**config.mk**
```make
export PLATFORM = sky130hd
export DESIGN_NAME = esm_issue_selector
export DESIGN_NICKNAME = d
export VERILOG_FILES = /design/src/rtl/esm_issue_selector.sv
export SDC_FILE = /design/constraint.sdc
export NUM_CORES = 1
export LEC_CHECK = 0
export CAP_MARGIN = 20
export CORE_MARGIN = 3
export CORE_UTILIZATION = 46
export CTS_BUF_LIST = sky130_fd_sc_hd__clkbuf_8
export CTS_CLUSTER_DIAMETER = 120
export DETAILED_ROUTE_END_ITERATION = 7
export PLACE_DENSITY = 0.66
export SETUP_SLACK_MARGIN = 0.15
export SLEW_MARGIN = 20
export SYNTH_ARGS = -nofsm -noshare
export SYNTH_HDL_FRONTEND = slang
export SYNTH_SLANG_ARGS = --single-unit
export TNS_END_PERCENT = 50
```
**constraint.sdc**
```tcl
create_clock -name clk -period 7.6 [get_ports clk]
set_input_delay 1.52 -clock clk [delete_from_list [all_inputs] [get_ports clk]]
set_output_delay 1.52 -clock clk [all_outputs]
set_load 0.03 [all_outputs]
```
**src/rtl/esm_issue_selector.sv**
```systemverilog
// ESM issue selector: picks one ready buffer entry per cycle and offers it
// on a valid/ready grant, masking issued entries until they retire.
module esm_issue_selector #(
    parameter int unsigned BS   = 16,
    parameter logic [15:0] SEED = 16'hACE1,
    localparam int unsigned BB  = $clog2(BS)
) (
    input  logic          clk,
    input  logic          rst,
    input  logic          proceed,
    input  logic [0:BS-1] independent_instr,
    input  logic [1:0]    mode,
    output logic          grant_valid,
    output logic [BB-1:0] grant_index,
    input  logic          grant_ready,
    input  logic          retire_valid,
    input  logic [BB-1:0] retire_index,
    output logic [BB:0]   eligible_count
);

    logic [BS-1:0] r_cand;
    logic [BS-1:0] r_pending;
    logic [15:0]   r_lfsr;
    logic [BB-1:0] r_rr_ptr;
    logic          r_grant_valid;
    logic [BB-1:0] r_grant_index;
    logic [BB:0]   r_count;

    logic [BS-1:0] w_instr;
    logic [BS-1:0] w_acc_mask;
    logic [BS-1:0] w_eligible;
    logic [BS-1:0] w_pend_nxt;
    logic [15:0]   w_lfsr_nxt;
    logic [BB-1:0] w_start;
    logic [BB-1:0] w_sel;
    logic [BB-1:0] w_idx;
    logic          w_found;
    logic          w_accept;
    logic          w_load;
    logic [BB:0]   w_count;

    // Input is declared ascending; normalise so bit i is entry i.
    always_comb begin
        w_instr = '0;
        for (int i = 0; i < BS; i++) begin
            w_instr[i] = independent_instr[i];
        end
    end

    assign w_accept = r_grant_valid & grant_ready;

    always_comb begin
        w_acc_mask = '0;
        if (w_accept) begin
            w_acc_mask[r_grant_index] = 1'b1;
        end
    end

    assign w_eligible = r_cand & ~r_pending & ~w_acc_mask;

    // Galois form of x^16+x^14+x^13+x^11+1, shifting right.
    assign w_lfsr_nxt = {1'b0, r_lfsr[15:1]}
                      ^ (r_lfsr[0] ? 16'hB400 : 16'h0000);

    always_comb begin
        w_start = '0;
        case (mode)
            2'd0:    w_start = r_lfsr[BB-1:0];
            2'd1:    w_start = r_rr_ptr;
            default: w_start = '0;
        endcase
    end

    // Circular scan from the start pointer; index arithmetic wraps at BS.
    always_comb begin
        w_found = 1'b0;
        w_sel   = '0;
        w_idx   = '0;
        for (int i = 0; i < BS; i++) begin
            w_idx = w_start + BB'(i);
            if (!w_found && w_eligible[w_idx]) begin
                w_found = 1'b1;
                w_sel   = w_idx;
            end
        end
    end

    assign w_load = proceed & w_found & (~r_grant_valid | w_accept);

    // Accept is applied after retire so it wins on a same-index collision.
    always_comb begin
        w_pend_nxt = r_pending;
        if (retire_valid) begin
            w_pend_nxt[retire_index] = 1'b0;
        end
        if (w_accept) begin
            w_pend_nxt[r_grant_index] = 1'b1;
        end
    end

    always_comb begin
        w_count = '0;
        for (int i = 0; i < BS; i++) begin
            w_count = w_count + (BB+1)'(r_cand[i] & ~r_pending[i]);
        end
    end

    always_ff @(posedge clk or negedge rst) begin
        if (!rst) begin
            r_cand        <= '0;
            r_pending     <= '0;
            r_lfsr        <= SEED;
            r_rr_ptr      <= '0;
            r_grant_valid <= 1'b0;
            r_grant_index <= '0;
            r_count       <= '0;
        end else begin
            r_cand    <= w_instr;
            r_pending <= w_pend_nxt;
            r_lfsr    <= w_lfsr_nxt;
            r_count   <= w_count;
            if (w_accept) begin
                r_rr_ptr <= r_grant_index + BB'(1);
            end
            if (w_load) begin
                r_grant_valid <= 1'b1;
                r_grant_index <= w_sel;
            end else if (w_accept) begin
                r_grant_valid <= 1'b0;
            end
        end
    end

    assign grant_valid    = r_grant_valid;
    assign grant_index    = r_grant_index;
    assign eligible_count = r_count;

endmodule

```
Word level (Yosys, flattened, before mapping)
Index checks and enable logic that the tools add are counted.
- register bits after elaboration: 62
- output and inout port bits: 10
- word-level logic and storage cells: 213
- muxes and demuxes: 75
- bitwise operators: 45
- equal/unequal tests: 1
- magnitude comparators: 20
- add/sub/neg operators: 31
- reduce and logical (&&, ||, !) cells: 34
- operator list (operator ; count):
    4-bit by 5-bit < comparator with 1-bit output (second input constant) ; 18
    1-bit by 5-bit AND with 5-bit output ; 16
    1-bit NOT with 5-bit output ; 16
    5-bit adder ; 15
    1-bit binary-select mux with 4-bit select ; 16
    16-bit two-way mux ; 4
    4-bit two-way mux ; 16
    16-bit AND ; 3
    16-bit NOT ; 3
    1-bit two-way mux ; 36
    4-bit adder (second input constant) ; 8
    1-bit logical AND ; 17
    4-bit by 3-bit adder with 4-bit output (second input constant) ; 4
    16-bit bitwise OR ; 1
    15-bit by 16-bit XOR with 16-bit output ; 1
    1-bit zero test ; 15
    4-bit by 1-bit adder with 4-bit output (second input constant) ; 2
    4-bit by 2-bit adder with 4-bit output (second input constant) ; 2
    1-bit demux with 4-bit select ; 2
    4-bit by 1-bit >= comparator with 1-bit output (second input constant) ; 2
    4-bit one-hot mux with 2 select lines ; 1
    1-bit AND ; 3
    2-bit by 1-bit equality test with 1-bit output (second input constant) ; 1
    2-bit zero test ; 1
    3 further kinds ; 3

Logic depth before layout (Yosys ltp)
- depth in word-level cells: 58
- gate-level depth with buffers: 19

Worst setup path after synthesis
Ideal clock, no wire load.
- path type: input port to flip-flop
- start point: input port mode[0]
- end point: register r_grant_index[3], in the netlist grant_index[3]
- library setup time: 0.132 ns
- cell stages on the path: 14
- path slack: 2.458 ns
- data arrival time: 5.009 ns
- path through: buf_6 mux2i_1 nor2_4 clkinv_1 clkbuf_1 ha_1 xnor2_1 mux4_2 a2111oi_4 and4_1 a21boi_2 a31oi_1 a2111oi_2 o31ai_1
- cells in the longest elaborated chain, start to end: 52
- RTL lines (element ; line ; RTL):
    from (decl) ; 12 ; input logic [1:0] mode,
    2-bit by 1-bit equality test with 1-bit output / 2-bit zero test (equally long branches) ; 67 ; case (mode)
    4-bit one-hot mux with 2 select lines (*) ; 67 ;
    parallel branches: the longest is 50 deep, another holds 4-bit by 1-bit adder with 4-bit output ; - ;
    to (signal assigned) ; 127 ; r_grant_index <= w_sel;
    to (decl) ; 26 ; logic [BB-1:0] r_grant_index;
Mark *: on every way between the ends. The select of a mux whose other input is x is not followed.
A chain may end at the register's enable or synchronous reset.

Worst setup path in the final report
- start point: input port mode[0]
- end point: register r_grant_index[0], in the netlist grant_index[0]
Same word-level chain as after synthesis.

==> metrics.md <==
| Metric | Value |
|---|---|
| Outcome | `finished clean` |
| # rows | `38` |
| Antenna diodes | `0` |
| Leak | `0.002398 uW` |
| Syn Nets | `between 600 and 700` |
| CTS tree | `built` |
| Minimum clock period | `about 6300 ps` |
| RSZ-0062 raised after global routing | `false` |
| Critical Path Fanout Max | `22` |
| Placeable Area | `10,940 um^2` |
| Vias in the first global route | `between 4,000 and 5,000` |
| Slew headroom | `a little under 40%` |
| Resize count post-CTS | `0` |
| First-pass GRT wire length | `between 20,000 and 25,000 um` |
| Clock skew | `between 8 and 9 ps` |
| Initial antenna violation count | `0` |
| Average routed wire per standard cell | `around 22 um` |
| Final Hold Fails | `0` |
| Post-synth EDFFs | `0` |
| H-tree Lvls | `3` |
| Post-route ant nets | `0` |
| Final slew viol count | `0` |
| Area leader, netlist | `dfrtp_1` |
| Final #Nets | `634` |
| Main area contributors after synthesis | `dfrtp_1, mux4_2, o21ai_0, dfstp_2, fa_1` |
| Top-area cell type share of the netlist area | `around 26%` |
| Post-route DRC violation count | `0` |
| CP top delay family | `buffers and inverters` |
| Final period util | `~83%` |
| Critical Path AT | `6540 ps` |
| Clock Latency Late Sink | `approximately 360 ps` |
| Finished Layout Cells | `726` |
| Number of fill cells | `~1,000` |
| Asr flop ratio synth | `between 90% and 100%` |
| Crit path largest cell delay | `approximately 660 ps` |
| Crit end category | `flop` |
| Most frequent cell after synthesis | `o21ai_0` |
| Hold buffers post-CTS | `0` |
| Setup ws final | `1286 ps` |
| Die width | `112.3 um` |
| CTS Buf Count | `9` |
| Root Driver | `clkbuf_8` |
| Max stage delay cell, worst path | `clkdlybuf4s50_1` |
| Critical Path, Cell by Cell | `clkdlybuf4s50_1 -> mux2i_1 -> or2_1 -> inv_2 -> ha_1 -> inv_1 -> nor3_1 -> xnor2_1 -> mux4_2 -> mux2i_1 -> a211oi_4 -> and3_4 -> nand2_2 -> a21oi_1 -> a2111oi_0 -> o31ai_1` |
| VDD IR-drop max | `0.0002465 V` |
| Placed Instances | `between 700 and 800` |
| Worst-Margin Slew | `approximately 890 ps` |
| Synthesized area | `a little over 5000 um^2` |
| Avg Cell Area, Syn | `about 9.5 um^2` |
| Place WS | `~1000 ps` |
| Final Util | `53.79%` |
| Hold WC Path Type | `flop to flop` |
| Commonest cells post-synth | `o21ai_0, dfrtp_1, nand2_1` |
| Setup Fix Bufs, Post-CTS | `0` |
| Post-DP HPWL | `approximately 12,000 um` |
| Area Overhead vs Synth | `13.17%` |
| Synth warn | `0` |
| Initial Utilization | `a little under half` |
| Worst Path Required | `approximately 8000 ps` |
| Fmax | `roughly 0.16 GHz` |
| Largest net degree at the start of global routing | `63` |
| Setup TNS | `0 ps` |
| CP bufs+invs | `3` |
| Setup Viol. Count Final | `0` |
| Die H | `112.3 um` |
| Tot GR Track Use | `25.17%` |
| I/O pin count | `37` |
| CTS Buffer Depth | `2` |
| DRT Pass-1 Iters | `5` |
| Port Buf Inserts | `36` |
| Top_reg_cell synth | `dfrtp_1` |
| Die area | `12,610 um^2` |
| Power Density | `between 400 and 500 nW/um^2` |
| Worst path most repeated cell | `mux2i_1` |
| Iter 0 DRT Violations | `roughly 530` |
| GRT overflow | `0` |
| Netlist cell types | `82` |
| Critical path class | `primary input to flop` |
| Synthesized flop and latch total | `between 60 and 70` |
| Clock-pin transition on the worst setup and hold timing paths | `roughly 80 ps` |
| Vias per cell | `around 6.5` |
| Vias after detailed routing | `roughly 4,700` |
| Syn Inst Count | `548` |
| Critical path launch point type | `primary input` |
| Clk sinks | `between 60 and 70` |
| GPL Wtd Cong | `1.031` |
| Share of cells above drive strength 1 | `14.16%` |
| Sequential area share after synthesis | `30.04%` |
| DRT Wirelength | `between 15,000 and 20,000 um` |
| Max-cap violations | `0` |
registers in the layout (all words and copies together), names as in the netlist:
signal,cells
r_pending,16
eligible_count,5
r_cand,16
grant_valid,1
r_rr_ptr,4
r_lfsr,16
grant_index,4
per-layer routing:
metal / global-route usage, % / vias up / wire (um)
met5: 0 / - / 0
met4: 12.90 / 0 / 831
met3: 4.367 / 60 / 1067
met2: 38.62 / 236 / 7077
met1: 34.37 / 2293 / 6705
li1: - / 2128 / -
per-stage QoR:
| stage | hold WS (ps) | cell area [um^2] | total power [uW] |
|---|---|---|---|
| after floorplan | 331.2 | 5197 | 1721 |
| after global placement | 339.3 | 5653 | 2159 |
| after detailed placement | 336.7 | 5653 | 2158 |
| after CTS | 353.5 | 5882 | 2507 |
| after global routing | 365.3 | 5882 | 2720 |
| final | 353.9 | 5882 | 2526 |
path summary, 6_finish.rpt:
| kind | startpoint | end | slack [ps] | depth (start not counted) |
|---|---|---|---|---|
| max in group asynchronous | rst | r_pending[8] | 5810 | 2 |
| worst min-delay path | r_lfsr[8] | r_lfsr[7] | 350 | 0 |
| worst max register to register | r_lfsr[1] | grant_index[0] | 2820 | 15 |
| worst min register to register | r_lfsr[8] | r_lfsr[7] | 350 | 0 |
| worst max-delay path | mode[0] | grant_index[0] | 1290 | 16 |
| min in group asynchronous | rst | r_lfsr[9] | 1310 | 2 |
power breakdown:
group,internal (uW),switching (uW),leakage [uW]
Clock,190,147,0.000112
Combinational,685,1020,0.00153
Sequential,415,66.3,0.000753
cell type report:
class / instances / area (um^2) / share of cell area (%)
clock inverter: 7 / 105.1 / 1.787
tap: 140 / 175.2 / 2.978
inverter: 28 / 107.6 / 1.829
timing repair buffer: 41 / 392.9 / 6.679
clock buffer: 9 / 123.9 / 2.106
sequential: 62 / 1562 / 26.55
multi-input combinational: 439 / 3416 / 58.07
layout by cell type (no fill, tap or decap), drive strengths merged, types with 10 or more instances in the layout:
cell type | netlist | routed
a21oi | 27 | 27
clkdlybuf4s50 | 0 | 35
dfrtp | 54 | 54
fa | 10 | 10
ha | 16 | 16
inv | 26 | 29
mux2 | 13 | 13
mux2i | 21 | 21
mux4 | 16 | 16
nand2 | 36 | 36
nand2b | 21 | 21
nand3 | 27 | 27
nor2 | 26 | 26
nor2b | 11 | 11
o211ai | 12 | 12
o21ai | 62 | 62
xnor2 | 12 | 12
worst register-to-register path, delay by kind of cell (launching register included):
kind            cells  cell delay [ps]
compound gates      4              870
xor+xnor            1              540
fa+ha+maj           1              330
buf+inv             2              450
flops               1              400
mux                 3              980
simple gates        4             1100
logic make-up (layout without fill, tap and decap cells):
| kind of cell | after synthesis | after routing | synth area share [%] |
|---|---|---|---|
| compound gates | 181 | 181 | 23.62 |
| xor+xnor | 16 | 16 | 2.696 |
| fa+ha+maj | 26 | 26 | 7.703 |
| buf+inv | 47 | 85 | 4.237 |
| flops | 62 | 62 | 30.04 |
| mux | 50 | 50 | 14.32 |
| simple gates | 166 | 166 | 17.38 |
(Power assumes the default switching activity.)
